[src/rtl/drive_next_pc_if.sv]
// Sequencer <-> PC register / instruction memory bundle.
interface drive_next_pc_if #(
  parameter int PC_WIDTH  = 11,
  parameter int CNT_WIDTH = 8
);
  logic                 start;
  logic [PC_WIDTH-1:0]  PC;
  logic                 inst_valid;
  logic [1:0]           inst_op;
  logic [PC_WIDTH-1:0]  inst_target;
  logic [CNT_WIDTH-1:0] inst_count;
  logic                 update_pc;
  logic [PC_WIDTH-1:0]  next_PC;
  logic                 busy;
  logic                 done;

  // Environment side: issues start, returns PC and the decoded instruction.
  modport master (
    output start, PC, inst_valid, inst_op, inst_target, inst_count,
    input  update_pc, next_PC, busy, done
  );

  // Sequencer side.
  modport slave (
    input  start, PC, inst_valid, inst_op, inst_target, inst_count,
    output update_pc, next_PC, busy, done
  );
endinterface

[src/rtl/drive_next_pc.sv]
// Next-PC sequencer: decodes the instruction at PC and drives update_pc/next_PC.
// Handles sequential advance, timed wait, a single-level counted loop and halt,
// plus one arming pulse because the PC register drops its first update after reset.
module drive_next_pc #(
  parameter int PC_WIDTH  = 11,
  parameter int CNT_WIDTH = 8
) (
  input logic             clk,
  input logic             rst,
  drive_next_pc_if.slave  bus
);
  typedef enum logic [1:0] {S_IDLE, S_ARM, S_RUN, S_DONE} state_t;

  localparam logic [1:0] OP_NEXT = 2'd0;
  localparam logic [1:0] OP_WAIT = 2'd1;
  localparam logic [1:0] OP_LOOP = 2'd2;
  localparam logic [1:0] OP_HALT = 2'd3;

  state_t               state_q, state_d;
  logic [CNT_WIDTH-1:0] wait_cnt_q, wait_cnt_d;
  logic [CNT_WIDTH-1:0] loop_cnt_q, loop_cnt_d;
  logic                 wait_act_q, wait_act_d;
  logic                 loop_act_q, loop_act_d;
  logic                 done_q, done_d;
  logic                 upd;
  logic [PC_WIDTH-1:0]  npc;
  logic [PC_WIDTH-1:0]  pc_inc;

  // Natural wrap at all-ones is intended.
  assign pc_inc = bus.PC + PC_WIDTH'(1);

  // State and counter registers.
  always_ff @(posedge clk) begin
    if (rst) begin
      state_q    <= S_IDLE;
      wait_cnt_q <= '0;
      wait_act_q <= 1'b0;
      loop_cnt_q <= '0;
      loop_act_q <= 1'b0;
      done_q     <= 1'b0;
    end else begin
      state_q    <= state_d;
      wait_cnt_q <= wait_cnt_d;
      wait_act_q <= wait_act_d;
      loop_cnt_q <= loop_cnt_d;
      loop_act_q <= loop_act_d;
      done_q     <= done_d;
    end
  end

  // Instruction decode, next-state and PC-update strobe.
  always_comb begin
    state_d    = state_q;
    wait_cnt_d = wait_cnt_q;
    wait_act_d = wait_act_q;
    loop_cnt_d = loop_cnt_q;
    loop_act_d = loop_act_q;
    done_d     = 1'b0;
    upd        = 1'b0;
    npc        = '0;
    case (state_q)
      S_IDLE, S_DONE: begin
        if (bus.start) begin
          state_d    = S_ARM;
          wait_cnt_d = '0;
          wait_act_d = 1'b0;
          loop_cnt_d = '0;
          loop_act_d = 1'b0;
        end
      end
      S_ARM: begin
        // Swallowed by the PC register; PC stays at its reset value.
        upd     = 1'b1;
        state_d = S_RUN;
      end
      S_RUN: begin
        if (bus.inst_valid) begin
          case (bus.inst_op)
            OP_NEXT: begin
              upd = 1'b1;
              npc = pc_inc;
            end
            OP_WAIT: begin
              if (!wait_act_q) begin
                if (bus.inst_count == '0) begin
                  upd = 1'b1;
                  npc = pc_inc;
                end else begin
                  wait_cnt_d = bus.inst_count;
                  wait_act_d = 1'b1;
                end
              end else if (wait_cnt_q == CNT_WIDTH'(1)) begin
                upd        = 1'b1;
                npc        = pc_inc;
                wait_act_d = 1'b0;
              end else begin
                wait_cnt_d = wait_cnt_q - CNT_WIDTH'(1);
              end
            end
            OP_LOOP: begin
              upd = 1'b1;
              if (!loop_act_q) begin
                if (bus.inst_count == '0) begin
                  npc = pc_inc;
                end else begin
                  loop_cnt_d = bus.inst_count - CNT_WIDTH'(1);
                  loop_act_d = 1'b1;
                  npc        = bus.inst_target;
                end
              end else if (loop_cnt_q == '0) begin
                loop_act_d = 1'b0;
                npc        = pc_inc;
              end else begin
                loop_cnt_d = loop_cnt_q - CNT_WIDTH'(1);
                npc        = bus.inst_target;
              end
            end
            default: begin  // HALT
              state_d    = S_DONE;
              done_d     = 1'b1;
              wait_act_d = 1'b0;
              loop_act_d = 1'b0;
            end
          endcase
        end
      end
      default: state_d = S_IDLE;
    endcase
  end

  assign bus.update_pc = upd;
  assign bus.next_PC   = npc;
  assign bus.busy      = (state_q == S_ARM) || (state_q == S_RUN);
  assign bus.done      = done_q;
endmodule

[src/flat_wrapper.sv]
// flat-port wrapper written by rule: the top's interface ports become plain ports
module drive_next_pc_flat 
#(
  parameter int PC_WIDTH  = 11,
  parameter int CNT_WIDTH = 8
)
  (clk, rst, bus_start, bus_PC, bus_inst_valid, bus_inst_op, bus_inst_target, bus_inst_count, bus_update_pc, bus_next_PC, bus_busy, bus_done);
  drive_next_pc_if #(.PC_WIDTH(PC_WIDTH), .CNT_WIDTH(CNT_WIDTH)) bus_i ();
  input logic clk;
  input logic rst;
  input wire logic [$bits(bus_i.start)-1:0] bus_start;
  input wire logic [$bits(bus_i.PC)-1:0] bus_PC;
  input wire logic [$bits(bus_i.inst_valid)-1:0] bus_inst_valid;
  input wire logic [$bits(bus_i.inst_op)-1:0] bus_inst_op;
  input wire logic [$bits(bus_i.inst_target)-1:0] bus_inst_target;
  input wire logic [$bits(bus_i.inst_count)-1:0] bus_inst_count;
  output wire logic [$bits(bus_i.update_pc)-1:0] bus_update_pc;
  output wire logic [$bits(bus_i.next_PC)-1:0] bus_next_PC;
  output wire logic [$bits(bus_i.busy)-1:0] bus_busy;
  output wire logic [$bits(bus_i.done)-1:0] bus_done;
  assign bus_i.start = bus_start;
  assign bus_i.PC = bus_PC;
  assign bus_i.inst_valid = bus_inst_valid;
  assign bus_i.inst_op = bus_inst_op;
  assign bus_i.inst_target = bus_inst_target;
  assign bus_i.inst_count = bus_inst_count;
  assign bus_update_pc = bus_i.update_pc;
  assign bus_next_PC = bus_i.next_PC;
  assign bus_busy = bus_i.busy;
  assign bus_done = bus_i.done;
  drive_next_pc #(.PC_WIDTH(PC_WIDTH), .CNT_WIDTH(CNT_WIDTH)) u_core (.clk(clk), .rst(rst), .bus(bus_i));
endmodule
[config.mk]
export PLATFORM = sky130hd
export DESIGN_NAME = drive_next_pc_flat
export DESIGN_NICKNAME = d
export VERILOG_FILES = /design/src/rtl/drive_next_pc_if.sv /design/src/rtl/drive_next_pc.sv /design/src/flat_wrapper.sv
export SDC_FILE = /design/constraint.sdc
export NUM_CORES = 1
export LEC_CHECK = 0
export CORE_MARGIN = 1
export CORE_UTILIZATION = 48
export DETAILED_ROUTE_END_ITERATION = 8
export PLACE_DENSITY_LB_ADDON = 0.1
export SETUP_SLACK_MARGIN = 0.2
export SKIP_LAST_GASP = 1
export SLEW_MARGIN = 20
export SYNTH_ARGS = -nofsm -noshare
export SYNTH_HDL_FRONTEND = slang
export SYNTH_SLANG_ARGS = --single-unit
[constraint.sdc]
create_clock -name clk -period 2.5 [get_ports clk]
set_clock_uncertainty 0.05 [all_clocks]
set_input_delay 0.375 -clock clk [delete_from_list [all_inputs] [get_ports clk]]
set_output_delay 0.375 -clock clk [all_outputs]
set_load 0.02 [all_outputs]
==> summary.md, run 1 <==
| Metric | Value |
|---|---|
| Synth cell types | 52 |
| DP Area | 2975 um^2 |
| Clock Sinks | 21 |
| Post-Syn Area | 1810 um^2 |
| Status | stopped before the end |
| Cts-stage hold buffer count | 0 |
| Dpl hpwl | 4.793 mm |
| Error | [ERROR DPL-0033] detailed placement checks failed during check placement. |
| Die H | 63.42 um |
| Async set-reset flop share out of synthesis | 0% |
| Pin count of the biggest net entering global routing | 15 |
| Top-level I/O count | 50 |
| WEP type | top-level output |
| Die span in x | 63.42 um |
| Grt repair worst endpoint | bus_next_PC[0] |
| Leading area contributor after synthesis | dfxtp_1 |
| Post-synthesis sequential area ratio | 23.22% |
| Synth top area share | 23.22% |
| TritonCTS Buffers | 3 |
| # rows | 21 |
| Last stage | global routing (5_1_grt) |
| Post-synth EDFFs | 0 |
| Cells after Synth | 235 |
| Synth cell count leaders | o21ai_0 (23), dfxtp_1 (21), nor2_1 (18), nand2_1 (17), a21oi_1 (14) |
| Syn Nets | 277 |
| Synth warnings | 0 |
| Mean Syn Cell Area | 7.704 um^2 |
| Synth Register Bits | 21 |
| CTS Root Cell | clkbuf_8 |
| Synth area leaders | dfxtp_1 (23%), o21ai_0 (6.4%), xnor2_1 (6.3%), xor2_1 (4.8%), ha_1 (4.1%) |
| Count leader, synth | o21ai_0 |
| Gpl congestion | 0.8906 |
| IO buf count | 49 |
| Top FF cell, synth | dfxtp_1 |
| DP Worst Slack | -0.7473 ns |
| Clock Path Buffers | 2 |
| Initial antenna violation count | 0 |
| Starting Density | 52.20% |
| H-Tree Depth | 1 |
## what timing repair did
action	CTS
buffers inserted	8
setup endpoints to repair	12
endpoints found under the hold margin	0
resized for setup	95
pin swaps	16
## per-stage QoR
step           cells  setup TNS (ns)
3_3_place_gp     390          -9.815
2_1_floorplan    235               0
4_1_cts          402          -1.485
3_5_place_dp     390          -8.709
## cell families after synthesis
kind of cell	count (synthesis)	synth area share (%)
xor gates and xnor gates	23	11.13
buffers and inverters	22	4.838
and+or+nand+nor	87	28.13
muxes	4	2.212
adders and majority gates	6	4.146
AOI/OAI and AO/OA	72	26.33
DFF	21	23.22
==> run 2, diff against run 1 <==
- CORE_UTILIZATION: 48 -> 40
- PLACE_DENSITY_LB_ADDON: 0.1 -> 0.15
- SETUP_SLACK_MARGIN: 0.2 -> default
==> summary.md, run 2 <==
| Metric | Value |
|---|---|
| Final Instance Area | 3099 um^2 |
| Pin count of the biggest net entering global routing | 15 |
| Mean Syn Cell Area | 7.704 um^2 (unchanged) |
| Std-Cell Core Area | 4354 um^2 |
| Comb pwr share | 54.8% |
| Initial antenna violation count | 0 |
| Count leader, synth | o21ai_0 (unchanged) |
| Dpl hpwl | 4.179 mm (was 4.793 mm) |
| Gpl congestion | 0.8704 (was 0.8906) |
| Pwr/cell area | 432.3 nW/um^2 |
| TritonCTS Buffers | 3 (unchanged) |
| NetSw | 535.8 uW |
| Tmin final | 2.533 ns |
| Starting Density | 41.58% (was 52.20%) |
| Die span in x | 69.28 um (was 63.42 um) |
| Fmax | 394.8 MHz |
| Top FF cell, synth | dfxtp_1 (unchanged) |
| Via count | 2219 |
| Synth area leaders | dfxtp_1 (23%), o21ai_0 (6.4%), xnor2_1 (6.3%), xor2_1 (4.8%), ha_1 (4.1%) (unchanged) |
| P_leak | 1.322 nW |
| CTS Root Cell | clkbuf_8 (unchanged) |
| Remaining DRCs | 0 |
| Fin nets | 402 |
| Cells after Synth | 235 (unchanged) |
| Synth top area share | 23.22% (unchanged) |
| Hold Path Class | flip-flop to flip-flop |
| Peak supply drop | 444.4 uV |
| Syn Nets | 277 (unchanged) |
| Gr ovfl total | 0 |
| Tightest Pin Transition | 0.4972 ns |
| Synth cell count leaders | o21ai_0 (23), dfxtp_1 (21), nor2_1 (18), nand2_1 (17), a21oi_1 (14) (unchanged) |
| Clock Path Buffers | 2 (unchanged) |
| Synth Register Bits | 21 (unchanged) |
| Post-Syn Area | 1810 um^2 (unchanged) |
| Unrepaired setup endpoints after global routing | yes |
| Internal Pwr Total | 803.9 uW |
| Synth cell types | 52 (unchanged) |
| # rows | 24 (was 21) |
| Final setup violation count | 5 |
| Max_cap viols | 0 |
| H-Tree Depth | 1 (unchanged) |
| Top-level I/O count | 50 (unchanged) |
| Critical path arrival | 2.11 ns |
| Startpoint Class | flip-flop |
| Die area | 4799 um^2 |
| Fillcell total | 336 |
| Clock Sinks | 21 (unchanged) |
| CTS clk-pin slew, worst paths | 0.07 ns |
| DRT Pass-1 Iters | 5 |
| Total track usage | 24.41% |
| Sequential Power Share | 27.5% |
| Share of layout cells above drive strength 1 | 34.82% |
| WL per Instance | 14.58 um |
| Leading area contributor after synthesis | dfxtp_1 (unchanged) |
| Max-slew violations | 0 |
| Clock network power share | 17.7% |
| Worst-skew pair later-pin latency | 0.27 ns |
| Multi-input gate area | 1438 um^2 |
| Final period util | 101.3% |
| Area Overhead vs Synth | 71.18% |
| Status | finished with violations (was stopped before the end) |
| Final worst slack | -0.03285 ns |
| Post-synthesis sequential area ratio | 23.22% (unchanged) |
| Final ANT Viol Nets | 0 |
| Worst Hold Slack | 0.4765 ns |
| Post-synth EDFFs | 0 (unchanged) |
| Die H | 69.28 um (was 63.42 um) |
| Critical Path RT | 2.08 ns |
| Count of final hold-check violations | 0 |
| Top Registers | u_core.loop_cnt_q (8), u_core.wait_cnt_q (8), u_core.state_q (2) |
| Setup Crit Path Kind | flip-flop to primary output |
| Switching fraction of total power | 39.99% |
| Crit path capture type | primary output |
| IO buf count | 49 (unchanged) |
| Async set-reset flop share out of synthesis | 0% (unchanged) |
| Commonest non-fill, non-tap cell in the layout | buf_4 |
| DP Area | 2853 um^2 (was 2975 um^2) |
| Vias in the first global route | 2144 |
| Via density | 5.399 |
| Failing checks | setup timing |
| Routed wire length | 5.991 mm |
| Ant. Diodes | 0 |
| First-pass GRT wire length | 9.839 mm |
| Most frequent cells in the layout | buf_4 (86), clkdlybuf4s50_1 (29), dfxtp_1 (20) |
| Initial DRC count | 113 |
| Register area | 424.2 um^2 |
| CTS tree | built |
| Synth warnings | 0 (unchanged) |
| Relative slew slack | 66.60% |
| Worst Path Max Fanout | 5 |
## run 2: cell counts after synthesis
Identical to the previous run, type by type.
## run 2: cell families (layout without fill, tap and decap cells)
group	Yosys count	in the layout	synth area share, %
compound gates	72	73	26.33
xor+xnor	23	23	11.13
fa+ha+maj	6	6	4.146
buf+inv	22	145	4.838
flops	21	21	23.22
mux	4	4	2.212
simple gates	87	87	28.13
## run 2: worst paths after layout
path / from / endpoint / slack (ns) / cells past startpoint
setup / recovery: u_core.loop_act_q$_SDFFE_PP0P_ / bus_next_PC[7] / -0.03 / 8
hold / removal: u_core.wait_act_q$_SDFFE_PP0P_ / u_core.wait_act_q$_SDFFE_PP0P_ / 0.48 / 2
setup reg to reg: u_core.loop_act_q$_SDFFE_PP0P_ / u_core.loop_cnt_q[5]$_SDFFE_PP0P_ / 0.19 / 10
hold reg to reg: u_core.wait_act_q$_SDFFE_PP0P_ / u_core.wait_act_q$_SDFFE_PP0P_ / 0.48 / 2
## run 2: power groups by stage
stage	combinational (mW)	sequential, mW	clock, mW
2_1_floorplan	0.355	0.379	0
3_3_place_gp	0.683	0.376	0
3_5_place_dp	0.691	0.376	0
4_1_cts	0.717	0.368	0.243
5_1_grt	0.796	0.370	0.256
6_report	0.735	0.368	0.237
## run 2: critical path, stage by stage, from the launching register on
cell and delay (ns):
dfxtp_4 0.37, buf_6 0.10, or4b_4 0.48, nor4_4 0.17, buf_4 0.18, nor2_4 0.05
a2bb2oi_4 0.19, o21ai_2 0.18, buf_6 0.13
## run 2: final cells by class
class | count | area share (%)
Clock buffer | 3 | 1.332
Clock inverter | 1 | 0.2422
Inverter | 13 | 1.574
Multi-Input combinational cell | 193 | 46.39
Sequential cell | 21 | 13.69
Tap cell | 52 | 2.099
Timing Repair Buffer | 128 | 34.68
## run 2: layer usage
layer | part of all wire (%) | global-route usage, % | vias to the layer above
met1 | 45 | 31.86 | 1028
met4 | 1.3 | 5.669 | 0
met2 | 50 | 42.83 | 60
met5 | 0 | 0 | -
li1 | - | - | 1123
met3 | 3.5 | 2.762 | 8
## run 2: what timing repair did
action,4_1_cts,5_1_grt
buffers inserted,8,1
pin swaps,21,5
cloned,1,0
resized for setup,99,14
hold buffers,0,0
endpoints found under the setup margin,12,12
## run 2: stage by stage
step	cells	TNS, ns	power [mW]	setup slack, ns	util (%)
final	411	-0.1323	1.340	-0.03285	71.18
after global placement	397	-9.901	1.059	-0.8162	65.52
after CTS	410	-0.3090	1.328	-0.06281	69.74
after floorplan	235	-0.3601	0.7343	-0.04824	-
after global routing	411	-1.341	1.423	-0.1311	71.18
after detailed placement	397	-11.08	1.068	-0.9603	65.52
Note: power is estimated with default switching activity, not from simulation.
==> run 3, diff against run 2 <==
- CORE_UTILIZATION: 40 -> 43
==> summary.md, run 3 (synthesized netlist as in run 2, its figures left out) <==
| Metric | Value |
|---|---|
| Unrepaired setup endpoints after global routing | yes (unchanged) |
| Status | finished with violations (unchanged) |
| Critical Path RT | 2.08 ns (about the same) |
| P_leak | 1.349 nW (was 1.322 nW) |
| Clock Path Buffers | 2 (unchanged) |
| Via density | 5.524 (was 5.399) |
| Max-slew violations | 0 (unchanged) |
| Final setup violation count | 3 (was 5) |
| Starting Density | 44.94% (was 41.58%) |
| Share of layout cells above drive strength 1 | 35.44% (was 34.82%) |
| CTS tree | built (unchanged) |
| Commonest non-fill, non-tap cell in the layout | buf_4 (unchanged) |
| Hold depth | 2 (unchanged) |
| Fmax | 392.6 MHz (was 394.8 MHz) |
| Most frequent cells in the layout | buf_4 (91), clkdlybuf4s50_1 (29), dfxtp_1 (20) (was buf_4 (86), clkdlybuf4s50_1 (29), dfxtp_1 (20)) |
| Total track usage | 26.83% (was 24.41%) |
| Max_cap viols | 0 (unchanged) |
| H-Tree Depth | 1 (unchanged) |
| CP max stage delay | 0.47 ns (was 0.48 ns) |
| Via count | 2287 (was 2219) |
| TritonCTS Buffers | 3 (unchanged) |
| Failing checks | setup timing (unchanged) |
| Setup Crit Path Kind | flip-flop to primary output (unchanged) |
| Buf/Inv on CP | 4 (was 3) |
| Hold Path Class | flip-flop to flip-flop (unchanged) |
| Clock Sinks | 21 (unchanged) |
| Count of final hold-check violations | 0 (unchanged) |
| Die area | 4474 um^2 (was 4799 um^2) |
| Ant. Diodes | 0 (unchanged) |
| Worst Path Max Fanout | 4 (was 5) |
| Crit path capture type | primary output (unchanged) |
| Initial DRC count | 93 (was 113) |
| Tmin final | 2.547 ns (was 2.533 ns) |
| Crit path cell chain | buf_6, or4b_4, nor4_4, buf_4, buf_6, nor3_4, o2111ai_1, o21ai_1, buf_4 (was buf_6, or4b_4, nor4_4, buf_4, nor2_4, a2bb2oi_4, o21ai_2, buf_6) |
| Vias in the first global route | 2024 (was 2144) |
| Std-Cell Core Area | 4029 um^2 (was 4354 um^2) |
| Area Overhead vs Synth | 72.63% (was 71.18%) |
| Startpoint Class | flip-flop (unchanged) |
| Relative slew slack | 67.33% (was 66.60%) |
| Gpl congestion | 0.8755 (was 0.8704) |
| Cts-stage hold buffer count | 0 (unchanged) |
| IO buf count | 49 (unchanged) |
| Top Registers | u_core.loop_cnt_q (8), u_core.wait_cnt_q (8), u_core.state_q (2) (unchanged) |
| CTS Root Cell | clkbuf_8 (unchanged) |
| Dpl hpwl | 4.090 mm (was 4.179 mm) |
| Die span in x | 66.89 um (was 69.28 um) |
| Worst-skew pair later-pin latency | 0.28 ns (was 0.27 ns) |
| CTS clk-pin slew, worst paths | 0.07 ns (about the same) |
| Remaining DRCs | 0 (unchanged) |
| Gr ovfl total | 0 (unchanged) |
| CP delay by family, top | simple AND/OR/NAND/NOR gates (unchanged) |
| Final period util | 101.9% (was 101.3%) |
| Final ANT Viol Nets | 0 (unchanged) |
| Fin nets | 407 (was 402) |
| Final worst slack | -0.04722 ns (was -0.03285 ns) |
| Crit path max-delay cell type | or4b_4 (unchanged) |
| Die H | 66.89 um (was 69.28 um) |
| DRT Pass-1 Iters | 4 (was 5) |
| # rows | 23 (was 24) |
| Critical path arrival | 2.12 ns (was 2.11 ns) |
| Levels on crit path | 9 (was 8) |
| Initial antenna violation count | 0 (unchanged) |
| First-pass GRT wire length | 9.211 mm (was 9.839 mm) |
| Tightest Pin Transition | 0.4864 ns (was 0.4972 ns) |
| WL per Instance | 14.72 um (was 14.58 um) |
| Top-level I/O count | 50 (unchanged) |
| Worst Hold Slack | 0.4849 ns (was 0.4765 ns) |
| FF-to-FF path depth | 11 (was 10) |
| Routed wire length | 6.095 mm (was 5.991 mm) |
| Peak supply drop | 470.2 uV (was 444.4 uV) |
| Pwr/cell area | 432.3 nW/um^2 (about the same) |
| DP Worst Slack | -0.8216 ns (was -0.9603 ns) |
| Pin count of the biggest net entering global routing | 15 (unchanged) |
| Post-layout util | 77.58% (was 71.18%) |
[run 3: cell count changes in the layout (fill, tap and decap cells not counted), sizes merged]
cell	before	now
clkdlybuf4s15	2	3
dlygate4sd2	4	2
buf	90	95
clkbuf	3	4
[run 3: cell type report]
class	count	area, um^2
tap	50	62.56
multi-input combinational	193	1431
sequential	21	424.2
fill	287	903.4
timing repair buffer	133	1110
clock buffer	3	41.29
inverter	13	48.80
clock inverter	1	7.507
[run 3: worst paths after layout]
kind / startpoint / endpoint / slack (ns)
worst min register to register: u_core.wait_act_q$_SDFFE_PP0P_ / u_core.wait_act_q$_SDFFE_PP0P_ / 0.48
worst min-delay path: u_core.wait_act_q$_SDFFE_PP0P_ / u_core.wait_act_q$_SDFFE_PP0P_ / 0.48
worst max-delay path: u_core.loop_act_q$_SDFFE_PP0P_ / bus_next_PC[7] / -0.05
worst max register to register: u_core.loop_act_q$_SDFFE_PP0P_ / u_core.loop_cnt_q[6]$_SDFFE_PP0P_ / 0.12
[run 3: timing repair]
item	in CTS	in global routing
endpoints found under the setup margin	12	13
pin swaps	21	10
cloned	1	0
gates resized for setup	98	16
setup buffers	9	4
[run 3: worst reg2reg max path, delay by kind of cell, from the launching register on]
kind / cells / cell delay (ns)
mux: 1 / 0.21
flops: 1 / 0.36
xor+xnor: 1 / 0.16
buf+inv: 5 / 0.66
fa+ha+maj: 1 / 0.28
simple gates: 2 / 0.33
compound gates: 1 / 0.26
[run 3: stage by stage]
| stage | setup TNS [ns] | std cells | total power, mW | cell area, um^2 |
|---|---|---|---|---|
| final | -0.1128 | 414 | 1.351 | 3126 |
| after global routing | -0.7041 | 414 | 1.426 | 3126 |
| after CTS | -0.5638 | 410 | 1.330 | 3054 |
| after detailed placement | -9.867 | 396 | 1.067 | 2864 |
| after global placement | -10.03 | 396 | 1.058 | 2858 |
| after floorplan | -0.3601 | 235 | 0.7343 | 1810 |
[run 3: report_power, final]
group          internal (mW)  total, mW  leakage (nW)  switching, mW
Combinational          0.344      0.743          1.16          0.399
Sequential             0.356      0.368         0.171         0.0119
Clock                  0.113      0.240        0.0217          0.127
[run 3: per-layer routing]
| metal | GRT usage [%] | vias up | wire [um] |
|---|---|---|---|
| li1 | - | 1140 | - |
| met1 | 32.76 | 1065 | 2597 |
| met2 | 47.10 | 71 | 3042 |
| met3 | 5.137 | 11 | 361 |
| met4 | 7.447 | 0 | 93 |
| met5 | 0 | - | 0 |
==> run 4, diff against run 3 <==
- SKIP_LAST_GASP: 1 -> default
==> summary.md, run 4 (synthesized netlist as in run 2, its figures left out) <==
| Metric | Value |
|---|---|
| Status | finished with violations (unchanged) |
| Failing checks | setup timing (unchanged) |
| R2r startpoint | u_core.loop_act_q$_SDFFE_PP0P_ (unchanged) |
| Total power | 1.351 mW (about the same) |
| R2R Setup Slk | 0.12 ns (about the same) |
| Tmin final | 2.543 ns (was 2.547 ns) |
| Gr ovfl total | 0 (unchanged) |
| Final worst slack | -0.04258 ns (was -0.04722 ns) |
| Initial antenna violation count | 0 (unchanged) |
| Total track usage | 26.83% (unchanged) |
| Crit path capture type | primary output (unchanged) |
| Top-level I/O count | 50 (unchanged) |
| FF-to-FF path depth | 11 (unchanged) |
| # rows | 23 (unchanged) |
| Clock Path Buffers | 2 (unchanged) |
| Dpl hpwl | 4.090 mm (unchanged) |
| Die span in x | 66.89 um (unchanged) |
| Max-slew violations | 0 (unchanged) |
| Final setup violation count | 3 (unchanged) |
| Final period util | 101.7% (was 101.9%) |
| Initial DRC count | 93 (unchanged) |
| Most frequent cells in the layout | buf_4 (89), clkdlybuf4s50_1 (28), dfxtp_1 (20) (was buf_4 (91), clkdlybuf4s50_1 (29), dfxtp_1 (20)) |
| Clock Sinks | 21 (unchanged) |
| Startpoint Class | flip-flop (unchanged) |
| Tightest Pin Transition | 0.4765 ns (was 0.4864 ns) |
| Starting Density | 44.94% (unchanged) |
| Hold endpoint | u_core.wait_act_q$_SDFFE_PP0P_ (unchanged) |
| Max_cap viols | 0 (unchanged) |
| Area Overhead vs Synth | 73.19% (was 72.63%) |
| P_leak | 1.359 nW (was 1.349 nW) |
| Fin nets | 407 (unchanged) |
| Via density | 5.514 (was 5.524) |
| Gpl congestion | 0.8755 (unchanged) |
| Worst-skew pair later-pin latency | 0.28 ns (about the same) |
| Die H | 66.89 um (unchanged) |
| H-Tree Depth | 1 (unchanged) |
| TritonCTS Buffers | 3 (unchanged) |
| Std-Cell Core Area | 4029 um^2 (unchanged) |
| WL per Instance | 14.74 um (was 14.72 um) |
| Pwr/cell area | 430.8 nW/um^2 (was 432.3 nW/um^2) |
| Vias in the first global route | 2024 (unchanged) |
| Commonest non-fill, non-tap cell in the layout | buf_4 (unchanged) |
| First-pass GRT wire length | 9.211 mm (unchanged) |
| CTS tree | built (unchanged) |
| CTS Root Cell | clkbuf_8 (unchanged) |
| Pin count of the biggest net entering global routing | 15 (unchanged) |
| Worst Path Max Fanout | 4 (unchanged) |
| Via count | 2283 (was 2287) |
| DRT Pass-1 Iters | 4 (unchanged) |
| Top Registers | u_core.loop_cnt_q (8), u_core.wait_cnt_q (8), u_core.state_q (2) (unchanged) |
| Die area | 4474 um^2 (unchanged) |
| CTS clk-pin slew, worst paths | 0.07 ns (about the same) |
| Peak supply drop | 471.2 uV (was 470.2 uV) |
| Relative slew slack | 67.99% (was 67.33%) |
| Count of final hold-check violations | 0 (unchanged) |
| Final ANT Viol Nets | 0 (unchanged) |
| Setup Crit Path Kind | flip-flop to primary output (unchanged) |
| Critical Path RT | 2.08 ns (about the same) |
| Unrepaired setup endpoints after global routing | yes (unchanged) |
| Reg-to-reg endpoint | u_core.loop_cnt_q[6]$_SDFFE_PP0P_ (unchanged) |
| Fmax | 393.3 MHz (was 392.6 MHz) |
| Share of layout cells above drive strength 1 | 35.44% (unchanged) |
| Hold depth | 2 (unchanged) |
| Hold Path Class | flip-flop to flip-flop (unchanged) |
| Worst Hold Slack | 0.4789 ns (was 0.4849 ns) |
| Ant. Diodes | 0 (unchanged) |
| IO buf count | 49 (unchanged) |
| Remaining DRCs | 0 (unchanged) |
| Critical path arrival | 2.12 ns (about the same) |
| HP Start | u_core.wait_act_q$_SDFFE_PP0P_ (unchanged) |
| Cts-stage hold buffer count | 0 (unchanged) |
| Routed wire length | 6.102 mm (was 6.095 mm) |
run 4: worst max-delay path, cell delays in order, from the launching register on:
cell and delay (ns):
dfxtp_4 0.36, buf_6 0.10, or4b_4 0.47, nor4_4 0.14, buf_4 0.17, buf_6 0.11
nor3_4 0.05, o2111ai_1 0.18, o21ai_1 0.11, buf_4 0.17
run 4: area by class of cell:
cell class,count,area (um^2)
Multi-Input combinational cell,193,1431
Clock inverter,1,7.507
Tap cell,50,62.56
Sequential cell,21,424.2
Timing Repair Buffer,133,1120
Fill cell,283,893.4
Inverter,13,48.80
Clock buffer,3,41.29
run 4: layer usage:
metal / routed length, um / GRT usage, %
met5: 0 / 0
met4: 93 / 7.447
met3: 370 / 5.137
met2: 3038 / 47.10
met1: 2600 / 32.76
run 4: what timing repair did:
action | CTS | global route
pin swaps | 21 | 13
resized for setup | 98 | 19
endpoints found under the setup margin | 12 | 13
gates cloned | 1 | 0
hold endpoints to repair | 0 | 0
buffers inserted | 9 | 4
run 4: report_power, final:
part           switching (mW)  total [mW]  internal, mW
clock network           0.126       0.239         0.113
logic                   0.399       0.744         0.345
registers              0.0118       0.368         0.356
run 4: worst max path at each step:
stage | slack [ns] | start | end
after global placement | -0.85 | bus_inst_count[0] | bus_next_PC[9]
after CTS | -0.09 | u_core.loop_act_q$_SDFFE_PP0P_ | bus_next_PC[7]
after global routing | -0.12 | u_core.loop_act_q$_SDFFE_PP0P_ | bus_next_PC[7]
after floorplan | -0.05 | u_core.loop_act_q$_SDFFE_PP0P_ | bus_next_PC[2]
after detailed placement | -0.82 | bus_inst_count[3] | bus_next_PC[7]
final | -0.04 | u_core.loop_act_q$_SDFFE_PP0P_ | bus_next_PC[7]
run 4: metrics by stage:
stage	TNS, ns	utilization, %	setup WS (ns)	instance area, um^2	instances
2_1_floorplan	-0.3601	-	-0.04824	1810	235
3_3_place_gp	-10.03	70.93	-0.8457	2858	396
3_5_place_dp	-9.867	71.09	-0.8216	2864	396
4_1_cts	-0.5638	75.81	-0.09015	3054	410
5_1_grt	-0.5045	77.83	-0.1156	3136	414
6_report	-0.1012	77.83	-0.04258	3136	414
==> edit 1 (flow settings as in run 3) <==
Make the reset (`rst`) asynchronous in one clocked block.
--- a/src/rtl/drive_next_pc.sv
+++ b/src/rtl/drive_next_pc.sv
@@ -30,7 +30,7 @@
   assign pc_inc = bus.PC + PC_WIDTH'(1);
 
   // State and counter registers.
-  always_ff @(posedge clk) begin
+  always_ff @(posedge clk or posedge rst) begin
     if (rst) begin
       state_q    <= S_IDLE;
       wait_cnt_q <= '0;
Behaviour: differs if rst is asserted again (counterexample within 4 cycles, from zero or initial values and one cycle with rst high); with rst held inactive, the same outputs for 4 cycles.
==> edit 1 against run 3 <==
  * Routed wire length shrank 8.5%
  * Sequential cell count is the same
  * Highest routed layer unchanged
  * Critical path type is now in2out
  * Setup slack gained 120 ps
  * Critical endpoint is now bus_next_PC[10]
  * Largest power group unchanged
  * Critical path depth shrank 2
  * Synthesized area grew 6.3%
  * Synthesized cell count shrank 0.43%
  * Power grew 35%
  * Design area shrank 9.2%
==> edit 1: results (changes against run 3) <==
\begin{tabular}{lr}
\hline
Metric & Value \\
\hline
\multicolumn{2}{l}{\textbf{Run status}} \\
Outcome & finished, final reports clean \\
\multicolumn{2}{l}{\textbf{Detailed routing}} \\
Wirelength, routed & 5575 µm (-8.5\%) \\
Routed vias & 2122 (-7.2\%) \\
\multicolumn{2}{l}{\textbf{CTS}} \\
Setup bufs post-CTS & 0 (-9) \\
Clock latency of the later-clocked register in the worst-skew pair & 260 ps (-20 ps) \\
Quantity of gates resized following cts & 70 (-29\%) \\
\multicolumn{2}{l}{\textbf{Critical path}} \\
Highest fanout seen on the critical path & 2 (-2) \\
Reg2Reg Setup Slack & 380 ps (+260 ps) \\
FF-to-FF path depth & 7 (-4) \\
Arr. time, crit path & 2000 ps (-120 ps) \\
\multicolumn{2}{l}{\textbf{Timing}} \\
Worst slew margin & 0.6719 (-0.001327) \\
WHS & 401.1 ps (-83.86 ps) \\
\multicolumn{2}{l}{\textbf{Logic synthesis}} \\
Most used standard cells in the synthesized netlist & sky130\_fd\_sc\_hd\_\_nand2\_1, sky130\_fd\_sc\_hd\_\_dfrtp\_1, sky130\_fd\_sc\_hd\_\_nor2\_1, sky130\_fd\_sc\_hd\_\_o21ai\_0, sky130\_fd\_sc\_hd\_\_inv\_1 \\
Netlist area before placement & 0.001924 mm² (+6.3\%) \\
Most common flop cell mapped by yosys & sky130\_fd\_sc\_hd\_\_dfrtp\_1 \\
Seq/Total Area, Yosys & 0.2731 (+0.04088) \\
Proportion of register bits with asynchronous set or reset after synthesis & 1.000 (+1.000) \\
Number of library cell types mapped by synthesis & 48 (-7.7\%) \\
Cell types with the largest area share after synthesis & sky130\_fd\_sc\_hd\_\_dfrtp\_1, sky130\_fd\_sc\_hd\_\_mux2i\_1, sky130\_fd\_sc\_hd\_\_nand2\_1 \\
\multicolumn{2}{l}{\textbf{Final layout}} \\
Ratio of cells with drive above 1 in the final layout & 0.2470 (-0.1074) \\
Fill cell count & 361 (+26\%) \\
Area Overhead vs Synth & 47.46\% \\
Inverters excl. clock & 12 (-1) \\
Area taken by flip-flops and latches & 525.5 µm² (+24\%) \\
\multicolumn{2}{l}{\textbf{GRT}} \\
Wire length of the first global-routing pass & 9232 µm (+0.23\%) \\
Largest net degree at the start of global routing & 22 (+7) \\
Gr usage total & 0.2624 (-0.005878) \\
\multicolumn{2}{l}{\textbf{Power and ir drop}} \\
Max VDD drop & 0.0003730 V (-21\%) \\
Leakage power summed over all cells & 1.301 nW (-3.5\%) \\
\multicolumn{2}{l}{\textbf{Min path}} \\
Worst hold-check path type & in2async \\
\multicolumn{2}{l}{\textbf{Place}} \\
Placer congestion estimate & 0.8621 (-1.5\%) \\
Detailed placer's ending HPWL & 4387 µm (+7.3\%) \\
\hline
\end{tabular}
==> edit 1: logic make-up (layout without fill, tap and decap cells) <==
kind of cell / count (synthesis) / count (layout) / share of synthesized area
AOI/OAI and AO/OA: 67 / 67 / 0.2477
xor gates and xnor gates: 14 / 14 / 0.06372
adders and majority gates: 6 / 6 / 0.03901
buffers and inverters: 21 / 115 / 0.04681
DFF: 21 / 21 / 0.2731
muxes: 10 / 10 / 0.05202
and+or+nand+nor: 95 / 95 / 0.2776
==> edit 1: routing by layer <==
metal  track usage  vias up  part of all wire  routed length [µm]
met3       0.03618        6             0.049                 273
met5             0        -                 0                   0
met2        0.4600       63              0.49                2756
li1              -     1058                 -                   -
met1        0.3337      995              0.45                2503
met4       0.06888        0            0.0075                  42
==> edit 1: worst paths after layout <==
path | start | to
max | bus_PC[7] | bus_next_PC[10]
min | rst | u_core.wait_cnt_q[0]
max reg2reg | u_core.loop_act_q | u_core.loop_cnt_q[6]
min reg2reg | u_core.wait_cnt_q[1] | u_core.wait_cnt_q[1]
max in group asynchronous | rst | u_core.loop_cnt_q[1]
min in group clk | u_core.wait_cnt_q[1] | u_core.wait_cnt_q[1]
==> edit 1: per-stage QoR <==
stage                     setup WS (ps)  TNS [ps]
after CTS                        -26.85    -26.85
after floorplan                   311.6         0
after global routing             -38.02    -44.15
after detailed placement         -614.0     -6336
final                             70.30         0
after global placement           -567.3     -5934
==> edit 1: worst max-delay path: cells and delay by family <==
| family | cells | cell delay [ps] |
|---|---|---|
| AOI/OAI and AO/OA | 2 | 300 |
| xor gates and xnor gates | 1 | 130 |
| buffers and inverters | 2 | 630 |
| and+or+nand+nor | 2 | 570 |
==> edit 1: power breakdown <==
part	switching [mW]	internal [mW]
registers	0.0575	0.403
clock network	0.118	0.114
logic	0.633	0.500
total	0.808	1.02
==> edit 2 (config.mk and constraints of run 3) <==
Made on the original files. `CNT_WIDTH` is set to 8 in 3 places; all go to 6.
--- a/src/rtl/drive_next_pc_if.sv
+++ b/src/rtl/drive_next_pc_if.sv
@@ -1,7 +1,7 @@
 // Sequencer <-> PC register / instruction memory bundle.
 interface drive_next_pc_if #(
   parameter int PC_WIDTH  = 11,
-  parameter int CNT_WIDTH = 8
+  parameter int CNT_WIDTH = 6
 );
   logic                 start;
   logic [PC_WIDTH-1:0]  PC;
--- a/src/rtl/drive_next_pc.sv
+++ b/src/rtl/drive_next_pc.sv
@@ -3,7 +3,7 @@
 // plus one arming pulse because the PC register drops its first update after reset.
 module drive_next_pc #(
   parameter int PC_WIDTH  = 11,
-  parameter int CNT_WIDTH = 8
+  parameter int CNT_WIDTH = 6
 ) (
   input logic             clk,
   input logic             rst,
--- a/src/flat_wrapper.sv
+++ b/src/flat_wrapper.sv
@@ -2,7 +2,7 @@
 module drive_next_pc_flat 
 #(
   parameter int PC_WIDTH  = 11,
-  parameter int CNT_WIDTH = 8
+  parameter int CNT_WIDTH = 6
 )
   (clk, rst, bus_start, bus_PC, bus_inst_valid, bus_inst_op, bus_inst_target, bus_inst_count, bus_update_pc, bus_next_PC, bus_busy, bus_done);
   drive_next_pc_if #(.PC_WIDTH(PC_WIDTH), .CNT_WIDTH(CNT_WIDTH)) bus_i ();
Interface: changed (resized bus_inst_count); port bits go from 50 to 48. The function was not compared with the original's and may differ.
==> edit 2 against run 3 <==
  * The flow still finishes with violations (setup timing)
  * Power decreased by 19%
  * Synthesized area decreased by 16%
  * Utilization decreased by 0.75 points
  * Design area decreased by 17%
  * Sequential cell count decreased by 4
  * Setup slack got worse by 210 ps
  * Routed wire length decreased by 15%
  * Register-to-register slack got worse by 170 ps
  * Critical endpoint is now bus_next_PC[10]
  * Largest power group unchanged
==> edit 2: results (changes against run 3) <==
\begin{tabular}{lr}
\hline
Metric & Value \\
\hline
\multicolumn{2}{l}{\textbf{Place}} \\
Number of placed instances with taps included & 343 (-13\%) \\
Area post-placement & 0.002442 mm² (-15\%) \\
Placer congestion estimate & 0.8005 (-8.6\%) \\
Number of port buffers & 47 (-4.1\%) \\
\multicolumn{2}{l}{\textbf{Final layout}} \\
Count of multi-input combinational gates & 171 (-11\%) \\
Final-layout clock buffer total & 4 (+1) \\
Final non-clock buffer share & 0.3414 (-0.01368) \\
Area Overhead vs Synth & 69.12\% \\
Multi-input gate area & 0.001227 mm² (-14\%) \\
Buffers excl. clock & 101 (-24\%) \\
Sequential share of cell area & 0.1322 (-0.003505) \\
Ratio of cells with drive above 1 in the final layout & 0.3333 (-0.02106) \\
Top Registers & u\_core.loop\_cnt\_q (6), u\_core.wait\_cnt\_q (6), u\_core.state\_q (2) \\
Fill cell count & 255 (-11\%) \\
Clock network contribution to total cell area & 0.01017 (-0.005443) \\
\multicolumn{2}{l}{\textbf{Min path}} \\
Worst hold-check path type & in2reg \\
\multicolumn{2}{l}{\textbf{Critical path}} \\
Highest fanout seen on the critical path & 5 (+1) \\
Slowest cell on crit path & sky130\_fd\_sc\_hd\_\_or4\_4 \\
Maximum single-stage delay on the critical path & 530 ps (+60 ps) \\
\multicolumn{2}{l}{\textbf{Power and ir drop}} \\
Leakage power summed over all cells & 1.077 nW (-20\%) \\
Max VDD drop & 0.0003374 V (-28\%) \\
\multicolumn{2}{l}{\textbf{Detailed routing}} \\
Drt initial violations & 78 (-16\%) \\
Routed vias & 1998 (-13\%) \\
Routed length on met3 & 367 µm (+1.7\%) \\
\multicolumn{2}{l}{\textbf{Timing}} \\
Final number of setup-violating endpoints & 16 (+13) \\
Worst path setup slack after routing & -254.1 ps (-206.9 ps) \\
Sum Neg Setup Slack & -2480 ps (-2368 ps) \\
\multicolumn{2}{l}{\textbf{GRT}} \\
Gr usage total & 0.2643 (-0.003935) \\
\multicolumn{2}{l}{\textbf{CTS}} \\
Root cell of the clock tree & sky130\_fd\_sc\_hd\_\_clkbuf\_4 \\
Clock latency of the later-clocked register in the worst-skew pair & 300 ps (+20 ps) \\
Clock-pin transition on the worst setup and hold timing paths & 100 ps (+30 ps) \\
Quantity of gates resized following cts & 99 (+1.0\%) \\
\multicolumn{2}{l}{\textbf{Run status}} \\
Failing checks & setup timing \\
Outcome & finished with violations \\
\multicolumn{2}{l}{\textbf{Logic synthesis}} \\
Proportion of synthesized area in mux cells & 0.02703 (+0.004912) \\
Number of library cell types mapped by synthesis & 44 (-15\%) \\
Post-synthesis instance total & 208 (-11\%) \\
Xor/xnor cell area share of the yosys netlist & 0.08026 (-0.03100) \\
\hline
\end{tabular}
==> edit 2: changes by cell type after synthesis, sizes merged, moves of 5 or more <==
cell / run 3 / this run
a211o: 6 / 1
a21oi: 14 / 24
nand2: 17 / 22
nor2: 18 / 10
nor3: 12 / 7
o211ai: 1 / 7
o21ai: 25 / 20
xnor2: 13 / 8
==> edit 2: path summary, 6_finish.rpt <==
path	startpoint	end	slack, ps	cells past startpoint
max	u_core.loop_cnt_q[1]	bus_next_PC[10]	-250	7
min reg2reg	u_core.wait_cnt_q[5]	u_core.wait_cnt_q[5]	470	2
min	bus_inst_count[2]	u_core.wait_cnt_q[2]	440	4
max reg2reg	u_core.loop_cnt_q[1]	u_core.loop_cnt_q[4]	-50	8
==> edit 2: power groups by stage <==
stage	Clock [mW]	Combinational (mW)	Sequential [mW]
after detailed placement	0	0.600	0.312
final	0.155	0.636	0.307
after global routing	0.170	0.688	0.310
after floorplan	0	0.317	0.311
after global placement	0	0.587	0.310
after CTS	0.159	0.613	0.306
